$ cat src/rtl/mem_arbiter.sv
// Three-requester round-robin arbiter with lock hold for a single-port program/data RAM.
// Writes below WP_LIMIT (interpreter/font space) are suppressed and flagged on wp_err.
module mem_arbiter #(
  parameter int unsigned ADDR_WIDTH = 12,
  parameter int unsigned DATA_WIDTH = 8,
  parameter int unsigned WP_LIMIT   = 512
) (
  input  logic                  clk,
  input  logic                  rst,
  input  logic [2:0]            req,
  input  logic [2:0]            lock,
  input  logic [ADDR_WIDTH-1:0] addr0,
  input  logic [ADDR_WIDTH-1:0] addr1,
  input  logic [ADDR_WIDTH-1:0] addr2,
  input  logic [2:0]            we,
  input  logic [DATA_WIDTH-1:0] wdata0,
  input  logic [DATA_WIDTH-1:0] wdata1,
  input  logic [DATA_WIDTH-1:0] wdata2,
  output logic [2:0]            gnt,
  output logic [2:0]            rvalid,
  output logic [DATA_WIDTH-1:0] rdata,
  output logic [2:0]            wp_err,
  output logic [ADDR_WIDTH-1:0] mem_addr,
  output logic                  mem_we,
  output logic [DATA_WIDTH-1:0] mem_wdata,
  input  logic [DATA_WIDTH-1:0] mem_rdata
);

  localparam int unsigned IDX_W = 2;

  typedef enum logic {
    FREE  = 1'b0,
    OWNED = 1'b1
  } state_e;

  state_e                  state_q, state_d;
  logic [IDX_W-1:0]        owner_q, owner_d;
  logic [IDX_W-1:0]        ptr_q, ptr_d;
  logic [2:0]              rvalid_q, rvalid_d;
  logic [2:0]              wp_err_q, wp_err_d;
  logic [ADDR_WIDTH-1:0]   mem_addr_q, mem_addr_d;
  logic [DATA_WIDTH-1:0]   mem_wdata_q, mem_wdata_d;

  logic                    found;
  logic [IDX_W-1:0]        win;
  logic [IDX_W-1:0]        cand;
  logic [ADDR_WIDTH-1:0]   addr_win;
  logic [DATA_WIDTH-1:0]   wdata_win;
  logic                    we_win;
  logic                    wp_hit;

  function automatic logic [IDX_W-1:0] inc3(input logic [IDX_W-1:0] i);
    return (i == IDX_W'(2)) ? IDX_W'(0) : IDX_W'(i + IDX_W'(1));
  endfunction

  // Winner selection and FREE/OWNED next-state
  always_comb begin
    state_d = state_q;
    owner_d = owner_q;
    ptr_d   = ptr_q;
    found   = 1'b0;
    win     = '0;
    cand    = ptr_q;
    if (!rst) begin
      if (state_q == OWNED && req[owner_q]) begin
        found = 1'b1;
        win   = owner_q;
        if (!lock[owner_q]) begin
          state_d = FREE;
          ptr_d   = inc3(owner_q);
        end
      end else begin
        // Owner gone (or no owner): arbitrate as FREE in this same cycle
        state_d = FREE;
        for (int k = 0; k < 3; k++) begin
          if (!found && req[cand]) begin
            found = 1'b1;
            win   = cand;
          end
          cand = inc3(cand);
        end
        if (found) begin
          if (lock[win]) begin
            state_d = OWNED;
            owner_d = win;
          end else begin
            ptr_d = inc3(win);
          end
        end
      end
    end
  end

  // Datapath mux from the winner
  always_comb begin
    case (win)
      2'd1:    begin addr_win = addr1; wdata_win = wdata1; end
      2'd2:    begin addr_win = addr2; wdata_win = wdata2; end
      default: begin addr_win = addr0; wdata_win = wdata0; end
    endcase
    we_win = we[win];
    wp_hit = addr_win < ADDR_WIDTH'(WP_LIMIT);
  end

  always_comb begin
    gnt         = found ? 3'(3'b001 << win) : 3'b000;
    mem_we      = found & we_win & ~wp_hit;
    mem_addr_d  = found ? addr_win  : mem_addr_q;
    mem_wdata_d = found ? wdata_win : mem_wdata_q;
    rvalid_d    = (found && !we_win)          ? gnt : 3'b000;
    wp_err_d    = (found && we_win && wp_hit) ? gnt : 3'b000;
  end

  assign mem_addr  = mem_addr_d;
  assign mem_wdata = mem_wdata_d;
  assign rdata     = mem_rdata;

  // A response already in the pipe when reset arrives is dropped, not delivered
  assign rvalid = rvalid_q & {3{~rst}};
  assign wp_err = wp_err_q & {3{~rst}};

  always_ff @(posedge clk) begin
    if (rst) begin
      state_q     <= FREE;
      owner_q     <= '0;
      ptr_q       <= '0;
      rvalid_q    <= '0;
      wp_err_q    <= '0;
      mem_addr_q  <= '0;
      mem_wdata_q <= '0;
    end else begin
      state_q     <= state_d;
      owner_q     <= owner_d;
      ptr_q       <= ptr_d;
      rvalid_q    <= rvalid_d;
      wp_err_q    <= wp_err_d;
      mem_addr_q  <= mem_addr_d;
      mem_wdata_q <= mem_wdata_d;
    end
  end

endmodule

$ cat config.mk
export PLATFORM = sky130hd
export DESIGN_NAME = mem_arbiter
export DESIGN_NICKNAME = d
export VERILOG_FILES = /design/src/rtl/mem_arbiter.sv
export SDC_FILE = /design/constraint.sdc
export NUM_CORES = 1
export LEC_CHECK = 0
export ABC_AREA = 1
export ABC_CLOCK_PERIOD_IN_PS = 2100
export BUFFER_PORTS_ARGS = -buffer_cell sky130_fd_sc_hd__buf_2
export CORE_MARGIN = 2
export CORE_UTILIZATION = 40
export CTS_CLUSTER_SIZE = 30
export DETAILED_ROUTE_END_ITERATION = 10
export PLACE_DENSITY = 0.77
export SLEW_MARGIN = 10
export SYNTH_ARGS = -nofsm -noshare
export SYNTH_HDL_FRONTEND = slang
export SYNTH_SLANG_ARGS = --single-unit
$ cat constraint.sdc
create_clock -name clk -period 2.1 [get_ports clk]
set_clock_uncertainty 0.1 [all_clocks]
set_input_delay 0.42 -clock clk [delete_from_list [all_inputs] [get_ports clk]]
set_output_delay 0.42 -clock clk [all_outputs]
set_load 0.02 [all_outputs]
Word-level counts from Yosys, hierarchy flattened
Index checks and enable logic that the tools add are counted.
{ "totals": {"ff_bits": 31, "input_bits": 79, "out_inout_bits": 38, "wordCells": 99} }
{ "classes": {"addsub": 4, "magnitude_cmp": 7, "n_eq_ne": 8, "shift": 1, "mux": 49, "bitwise": 9, "reduce_logical": 14} }
{ "op_table": {"columns": ["operator", "count"], "rows": [
  ["two-way mux 2 bit", 15],
  ["case mux 12 bit (2 select lines)", 1],
  ["two-way mux 1 bit", 22],
  ["less-than comparator 2 x 3 -> 1 bit (second input constant)", 6],
  ["case mux 8 bit (2 select lines)", 1],
  ["binary-select mux 1 bit (select 2 bit)", 7],
  ["less-than comparator 12 x 10 -> 1 bit (second input constant)", 1],
  ["two-way mux 12 bit", 1],
  ["== test 2 bit (second input constant)", 5],
  ["adder 2 x 1 -> 2 bit (second input constant)", 4],
  ["two-way mux 8 bit", 1],
  ["AND 3 bit", 2],
  ["logical AND 1 bit", 6],
  ["AND reduction 3 bit", 2],
  ["NOT 1 bit", 5],
  ["!= test 2 bit (second input constant)", 2],
  ["OR reduction 2 bit", 2],
  ["zero test 1 bit", 3],
  ["two-way mux 3 bit", 1],
  ["left shift 1 x 2 -> 3 bit (first input constant)", 1],
  ["AND 1 bit", 2],
  ["== test 2 x 1 -> 1 bit (second input constant)", 1],
  ["nonzero test 2 bit", 1]
]} }

Longest topological paths before layout
Gate-level depths: netlist of run 1.
{ "logic_depth": {"ltp_word": 23, "depth_mapped": 16, "depth_no_buf": 16} }

Least setup slack after synthesis of run 1
OpenSTA, ideal clock, no wires.
{ "synth_path": {"path_type": "reg2out", "startpoint": "reg ptr_q[1]", "endpoint": "out mem_addr[4]", "t_arrival_ps": 1759, "path_slack_ps": -179, "stages_incl_launch_ff": 14, "path_cell_list": "dfxtp_1 -> buf_4 -> nor2_2 -> nand2_1 -> nand2_1 -> nor2_2 -> nand4_1 -> nand3_2 -> nand2_4 -> nand2_4 -> nor2_4 -> buf_4 -> nand2_1 -> nand3_1"} }
{ "synth_between": {"elab_chain_cells": 20} }
{ "synth_rtl": {"columns": ["item", "line", "text"], "rows": [
  ["start, declared", "38", "logic [IDX_W-1:0] ptr_q, ptr_d;"],
  ["start signal, assigned", "134", "ptr_q <= ptr_d;"],
  ["binary-select mux 1 bit (select 2 bit)", "76", "if (!found && req[cand]) begin"],
  ["two-way mux 1 bit (not written as such)", "76", null],
  ["two-way mux 1 bit", "76", null],
  ["two-way mux 1 bit", "65", "if (state_q == OWNED && req[owner_q]) begin"],
  ["two-way mux 1 bit", "64", "if (!rst) begin"],
  ["zero test 1 bit", "76", null],
  ["logical AND 1 bit", "76", null],
  ["two-way mux 1 bit", "76", null],
  ["[4 not listed]", null, null],
  ["two-way mux 2 bit", "76", null],
  ["two-way mux 2 bit", "65", null],
  ["two-way mux 2 bit", "64", null],
  ["two-way mux 2 bit", "65", null],
  ["two-way mux 2 bit", "64", null],
  ["== test 2 bit or == test 2 x 1 -> 1 bit (tied branches)", "96", "case (win)"],
  ["case mux 12 bit (2 select lines)", "96", null],
  ["two-way mux 12 bit (*)", "108", "mem_addr_d = found ? addr_win : mem_addr_q;"],
  ["end, declared", "23", "output logic [ADDR_WIDTH-1:0] mem_addr,"]
]} }
Mark *: on every way between the ends. The rest lies on a longest branch, timed or not. The select of a mux whose other input is x is not followed.

Final worst setup path of run 1
{ "layout_path": {"startpoint": "reg ptr_q[0]", "endpoint": "out mem_we"} }
{ "layout_between": {"elab_chain_cells": 22} }
{ "layout_rtl": {"columns": ["item", "line", "text"], "rows": [
  ["binary-select mux 1 bit (select 2 bit)", "76", null],
  ["two-way mux 1 bit (not written as such)", "76", null],
  ["two-way mux 1 bit", "76", null],
  ["two-way mux 1 bit", "65", null],
  ["two-way mux 1 bit", "64", null],
  ["zero test 1 bit", "76", null],
  ["logical AND 1 bit", "76", null],
  ["two-way mux 1 bit", "76", null],
  ["[6 not listed]", null, null],
  ["two-way mux 2 bit", "64", null],
  ["two-way mux 2 bit", "65", null],
  ["two-way mux 2 bit", "64", null],
  ["== test 2 bit or == test 2 x 1 -> 1 bit (tied branches)", "96", null],
  ["case mux 12 bit (2 select lines)", "96", null],
  ["less-than comparator 12 x 10 -> 1 bit", "102", "wp_hit = addr_win < ADDR_WIDTH'(WP_LIMIT);"],
  ["NOT 1 bit", "107", "mem_we = found & we_win & ~wp_hit;"],
  ["AND 1 bit (*)", "107", null],
  ["end, declared", "24", "output logic mem_we,"]
]} }
Marked as above.

==> summary.txt, run 1 <==
Logic synthesis
  • Cell variety after synth: 26
  • Seq/Total Area, Yosys: 30.9%
  • Syn Area/Cell: 6.07 sq um
  • Synth area leaders: dfxtp_1, nand2_1, nand3_1
  • Synth top area share: 30.9%
  • Synth area leader: dfxtp_1
  • Cell Area, Synth: 2010 sq um
  • Synth warnings: 0
  • Syn_nets: 410
  • Register bit total from synthesis: 31
  • Gate Count Post-Synth: 331

Cells and area
  • Seq. cell area: 629 sq um
  • P&R area growth vs syn: 79.5%
  • Layout cell share with drive strength beyond 1: 55.6%
  • Final Cell Area: 3610 sq um
  • Layout fillers: 342
  • Multi-input logic area: 1360 sq um
  • ANT cells: 0
  • Nets: 575

Power and ir drop
  • Switching part of the total: 44.1%
  • Power Internal: 2.80 mW
  • PnR Total Power: 5.00 mW
  • Power Dens Cells: 1390 nW/um^2
  • Combinational power share: 71.3%
  • Clk pwr share: 11.2%
  • VDD IR-drop max: 0.917 mV
  • Flop pwr share: 17.4%
  • Net Sw Power: 2.21 mW
  • Static Leak: 1.96 nW

Timing
  • Max Slew Vio Count: 0
  • RSZ-0062 raised after global routing: true
  • Fin crit period: 2.70 ns
  • Slew headroom: 76.9%
  • Final Hold Fails: 0
  • Final setup viols: 35
  • Period utilization: 128%
  • Tightest Pin Transition: 0.342 ns
  • Fmax: 371 MHz
  • WHS: 0.260 ns
  • Final worst slack: -0.597 ns

Min path
  • HP Class: input pin to register

Floorplan
  • DIE AREA: 5610 sq um
  • Core box area: 4790 sq um
  • Die H: 74.9 microns
  • Die span in x: 74.9 microns
  • Initial Util: 42.0%
  • I/O Pins: 117
  • Num rows: 25

Worst setup path
  • Worst Path Required: 1.58 ns
  • Worst r2r path cells: 18
  • Crit path kind: register to output pin
  • Critical path capture point type: output pin
  • Worst Setup SP: ptr_q[0]
  • R2R Setup Slk: -0.49 ns
  • Crit path capture: mem_we
  • Reg-to-reg endpoint: wp_err_q[2]
  • CP max FO: 7
  • Worst setup SP type: register
  • RR Startpoint: ptr_q[0]
  • Critical path data arrival time: 2.18 ns

Detailed routing
  • Detailed Route Iter0 Violations: 121
  • Via count: 2717
  • Vias/cell: 4.83
  • DRT Pass-1 Iters: 5
  • DRC violation count after routing: 0
  • Final wirelength: 7020 microns
  • Post-DR wirelength/cell: 12.5 microns
  • Routed Antenna Nets: 0

Placement
  • RD Place Congestion: 0.961
  • Area after DPL: 2950 sq um
  • Port bufs: 100
  • Pre-CTS WS: -0.415 ns
  • Detail Placement HPWL: 4610 microns

Global route
  • Largest net degree at the start of global routing: 28
  • Vias in the first global route: 2518
  • Total congestion overflow: 0
  • Initial antenna violation count: 0
  • Total Routing Usage GR: 24.2%
  • First-pass GRT wire length: 10600 microns

Run
  • Max Cap Viol: 0

CTS
  • CTS Buffer Depth: 2
  • Clk root buf: clkbuf_8
  • CTS Sinks: 31
  • Num CTS Buffers: 5
  • Clock latency on the worst-skew pair: 0.27 ns
  • Hold buffer count at CTS: 0
  • Clock H-tree levels: 2
  • CTS tree: yes
  • Worst-path clk slew: 0.07 ns

Outcome
  • Failing checks: setup timing
  • Status: finished with violations
-- routing by layer --
metal | wire, microns | track usage (%)
met1 | 2810 | 28.2
met2 | 3610 | 43.6
met4 | 136 | 7.94
met3 | 471 | 5.62
met5 | 0 | 0
-- cell usage after synthesis (all sizes together) --
cell	instances
nor3	2
a31oi	12
nand2	110
nor2	39
a21boi	1
clkbuf	4
or2	1
o2111ai	1
inv	49
nand4	9
buf	13
nand3	35
dfxtp	31
o21ai	16
a21oi	8
-- what timing repair did --
item                                    4_1_cts  5_1_grt
gates resized for setup                      48       58
setup buffers                                21        5
hold endpoints to repair                      0        0
pin swaps                                    20       13
endpoints found under the setup margin       38       49
-- cell usage in the layout, fill, tap and decap left out --
cell,Yosys,routed
clkbuf_1,4,1
o21ai_2,0,9
a21boi_2,0,1
nor3_2,0,1
nand2_1,106,90
or2_4,0,1
a21oi_1,8,8
a31oi_1,12,10
a31oi_4,0,2
bufinv_16,0,1
nand3_2,3,22
o21ai_1,6,3
nand4_4,0,1
inv_2,8,20
dfxtp_2,0,1
buf_6,1,19
nand3_4,0,1
buf_2,1,83
inv_4,1,3
buf_8,0,1
nand2_2,1,15
inv_1,40,25
o2111ai_1,1,1
nor3_1,2,1
nor2_4,2,6
buf_4,11,68
dfxtp_1,31,28
nand3_1,32,12
dfxtp_4,0,2
nand2_4,3,5
nor2_1,33,29
o21ai_0,10,4
inv_6,0,1
clkbuf_8,0,5
buf_12,0,4
nand4_1,8,8
nor2_2,4,4
-- power groups by stage --
stage	Sequential (mW)	Clock, mW	Combinational (mW)
finish	0.872	0.562	3.57
global route	0.889	0.600	3.87
CTS	0.850	0.569	3.17
detailed placement	0.852	0	2.62
global placement	0.848	0	2.57
floorplan	0.828	0	1.70
-- state kept, by name, indices dropped and copies added, names as in the netlist --
| name | count |
|---|---|
| mem_addr_q | 12 |
| ptr_q | 2 |
| wp_err_q | 3 |
| owner_q | 2 |
| state_q | 1 |
| rvalid_q | 3 |
| mem_wdata_q | 8 |
-- worst min path at each step --
stage,startpoint,end,slack (ns),depth (start not counted)
floorplan,mem_addr_q[10],mem_addr_q[10],0.36,2
finish,we[2],rvalid_q[2],0.26,2
global placement,mem_addr_q[10],mem_addr_q[10],0.38,2
CTS,we[2],rvalid_q[2],0.23,2
global route,we[2],rvalid_q[2],0.24,2
detailed placement,mem_addr_q[10],mem_addr_q[10],0.38,2
-- through the flow --
stage / TNS (ns) / cells / utilization (%)
detailed placement: -8.49 / 530 / 61.6
CTS: -13.28 / 558 / 70.8
finish: -16.04 / 563 / 75.4
floorplan: -0.849 / 331 / -
global placement: -7.36 / 530 / 61.6
global route: -21.11 / 563 / 75.4
-- cells by family (layout without fill, tap and decap cells) --
kind of cell | Yosys count | in the layout | share of synthesized area (%)
AOI/OAI and AO/OA | 38 | 38 | 10.5
buffers and inverters | 66 | 231 | 14.9
DFF | 31 | 31 | 30.9
and+or+nand+nor | 196 | 196 | 43.7
-- cell type report --
class	count	share of cell area, %
multi-input combinational	234	37.7
tap	67	2.32
timing repair buffer	175	34.2
clock inverter	1	0.832
inverter	49	5.44
clock buffer	6	2.01
sequential	31	17.4
-- critical path, cell delays in order (launching register included) --
cell     delay, ns
dfxtp_4       0.43
nor2_4        0.07
nand2_1       0.07
nand2_1       0.08
nor2_2        0.17
nand3_2       0.13
nand4_4       0.11
nand2_4       0.09
buf_6         0.14
nand3_2       0.10
nand2_2       0.08
nor2_2        0.12
nand2_1       0.07
nand2_1       0.09
inv_2         0.04
buf_6         0.12
(Power assumes the default switching activity.)
==> run 2: changes to the inputs <==
- PLACE_DENSITY: 0.77 -> 0.74
==> summary.txt, run 2 (synthesized netlist as in run 1, its figures left out) <==
Detailed routing
  • Via count: 3062
  • DRC violation count after routing: 0
  • Routed Antenna Nets: 0
  • Final wirelength: 9650 microns
  • Vias/cell: 5.37
  • DRT Pass-1 Iters: 6
  • Detailed Route Iter0 Violations: 384
  • Post-DR wirelength/cell: 16.9 microns

Timing
  • RSZ-0062 raised after global routing: true
  • Max Slew Vio Count: 0
  • Period utilization: 138%
  • Final Hold Fails: 0
  • Final worst slack: -0.798 ns
  • Fin crit period: 2.90 ns
  • Setup TNS: -19.93 ns
  • Slew headroom: 74.8%
  • WHS: 0.225 ns
  • Tightest Pin Transition: 0.378 ns
  • Fmax: 345 MHz
  • Final setup viols: 46

Global route
  • First-pass GRT wire length: 11800 microns
  • Total Routing Usage GR: 27.7%
  • Largest net degree at the start of global routing: 28
  • Vias in the first global route: 2725
  • Initial antenna violation count: 0
  • Total congestion overflow: 0

Outcome
  • Status: finished with violations
  • Failing checks: setup timing

Worst setup path
  • Crit path kind: register to output pin
  • Most used cell, CP: nand2_1
  • Critical path data arrival time: 2.38 ns
  • CP max stage delay: 0.39 ns
  • Crit path depth: 15
  • Worst-path cell chain: inv_2 -> nand2_1 -> nand2_1 -> nand2_1 -> a31oi_2 -> nand3_2 -> nand2_4 -> buf_12 -> inv_12 -> clkbuf_16 -> nand2_1 -> nand2_1 -> inv_2 -> nand3_2 -> buf_6
  • CP max FO: 7
  • CP max stage cell: dfxtp_4
  • Worst r2r path cells: 16
  • Top delay family on crit path: simple AND/OR/NAND/NOR gates
  • Worst setup SP type: register
  • Critical path capture point type: output pin
  • Worst Path Required: 1.58 ns
  • Crit path buffers/inverters: 6

CTS
  • Clock latency on the worst-skew pair: 0.30 ns
  • Worst-path clk slew: 0.07 ns
  • CTS Buffer Depth: 2
  • Num CTS Buffers: 5
  • CTS tree: yes
  • Clk root buf: clkbuf_8
  • Clock H-tree levels: 2
  • CTS Sinks: 31

Power and ir drop
  • VDD IR-drop max: 0.958 mV
  • Static Leak: 2.07 nW
  • Power Dens Cells: 1420 nW/um^2

Floorplan
  • DIE AREA: 5610 sq um
  • Die H: 74.9 microns
  • Num rows: 25
  • Initial Util: 42.0%
  • Die span in x: 74.9 microns
  • Core box area: 4790 sq um
  • I/O Pins: 117

Cells and area
  • P&R area growth vs syn: 94.5%
  • Layout fillers: 266
  • Most frequent cells in the layout: buf_2, nand2_1, buf_4
  • Top Registers: mem_addr_q (12), mem_wdata_q (8)
  • Number of flip-flops in the largest register: 12
  • Largest reg by FF count: mem_addr_q
  • Layout cell share with drive strength beyond 1: 63.9%
  • Most common cell after layout, fill and taps aside: buf_2
  • Nets: 581
  • Final Cell Area: 3910 sq um

Min path
  • HP Class: input pin to register
  • WHS Path Cells: 2

Placement
  • RD Place Congestion: 0.943
  • Detail Placement HPWL: 4630 microns
  • Port bufs: 100
  • Area after DPL: 2870 sq um

Run
  • Max Cap Viol: 0
## run 2: cell count changes in the layout (fill, tap and decap cells not counted), sizes merged
cell    before  now
clkinv       0    2
clkbuf       6    8
bufinv       1    0
buf        175  179
inv         49   48
diode        0    1
## run 2: worst register-to-register path, stage by stage, from the launching register on
cell	delay [ns]
dfxtp_4	0.39
inv_2	0.12
nand2_1	0.10
nand2_1	0.09
nand2_1	0.08
a31oi_2	0.19
nand3_2	0.19
nand2_4	0.14
buf_12	0.14
nand3_2	0.10
nand4_1	0.10
o21ai_2	0.07
buf_4	0.13
buf_4	0.12
buf_4	0.12
buf_4	0.12
nor2_1	0.07
## run 2: routing by layer
metal | track usage [%] | routed length [microns] | vias to the layer above
li1 | - | - | 1387
met1 | 29.0 | 3520 | 1415
met5 | 0 | 0 | -
met3 | 8.70 | 850 | 56
met2 | 49.3 | 4790 | 204
met4 | 14.7 | 494 | 0
## run 2: final timing paths
check            startpoint              to  slack [ns]
max                ptr_q[0]    mem_wdata[5]       -0.80
min                   we[2]     rvalid_q[2]        0.22
max reg2reg        ptr_q[0]  mem_addr_q[11]       -0.33
min reg2reg  mem_addr_q[10]  mem_addr_q[10]        0.44
## run 2: per-stage QoR
step	std cells	power, mW	utilization, %	setup WS, ns
after CTS	553	4.84	73.8	-0.556
after global routing	569	5.82	81.7	-0.852
final	570	5.57	81.7	-0.798
after global placement	521	3.35	59.9	-0.410
after detailed placement	521	3.41	59.9	-0.438
after floorplan	331	2.53	-	-0.0658
## run 2: layout make-up
class / count / area (sq um) / area share [%]
inverter: 49 / 211 / 5.41
clock buffer: 6 / 82.6 / 2.11
tap: 67 / 83.8 / 2.14
antenna: 1 / 2.50 / 0.0640
multi-input combinational: 234 / 1500 / 38.4
sequential: 31 / 629 / 16.1
timing repair buffer: 181 / 1400 / 35.7
clock inverter: 1 / 5.00 / 0.128
## run 2: repair_timing
item	4_1_cts	5_1_grt
buffers inserted	25	16
hold buffers	0	0
resized for setup	118	71
hold endpoints to repair	0	0
endpoints found under the setup margin	32	51
pin swaps	24	39
gates cloned	1	2
## run 2: where the power goes
group,switching [mW],internal [mW],total (mW)
clock network,0.239,0.257,0.496
logic,2.23,1.96,4.19
registers,0.115,0.770,0.885
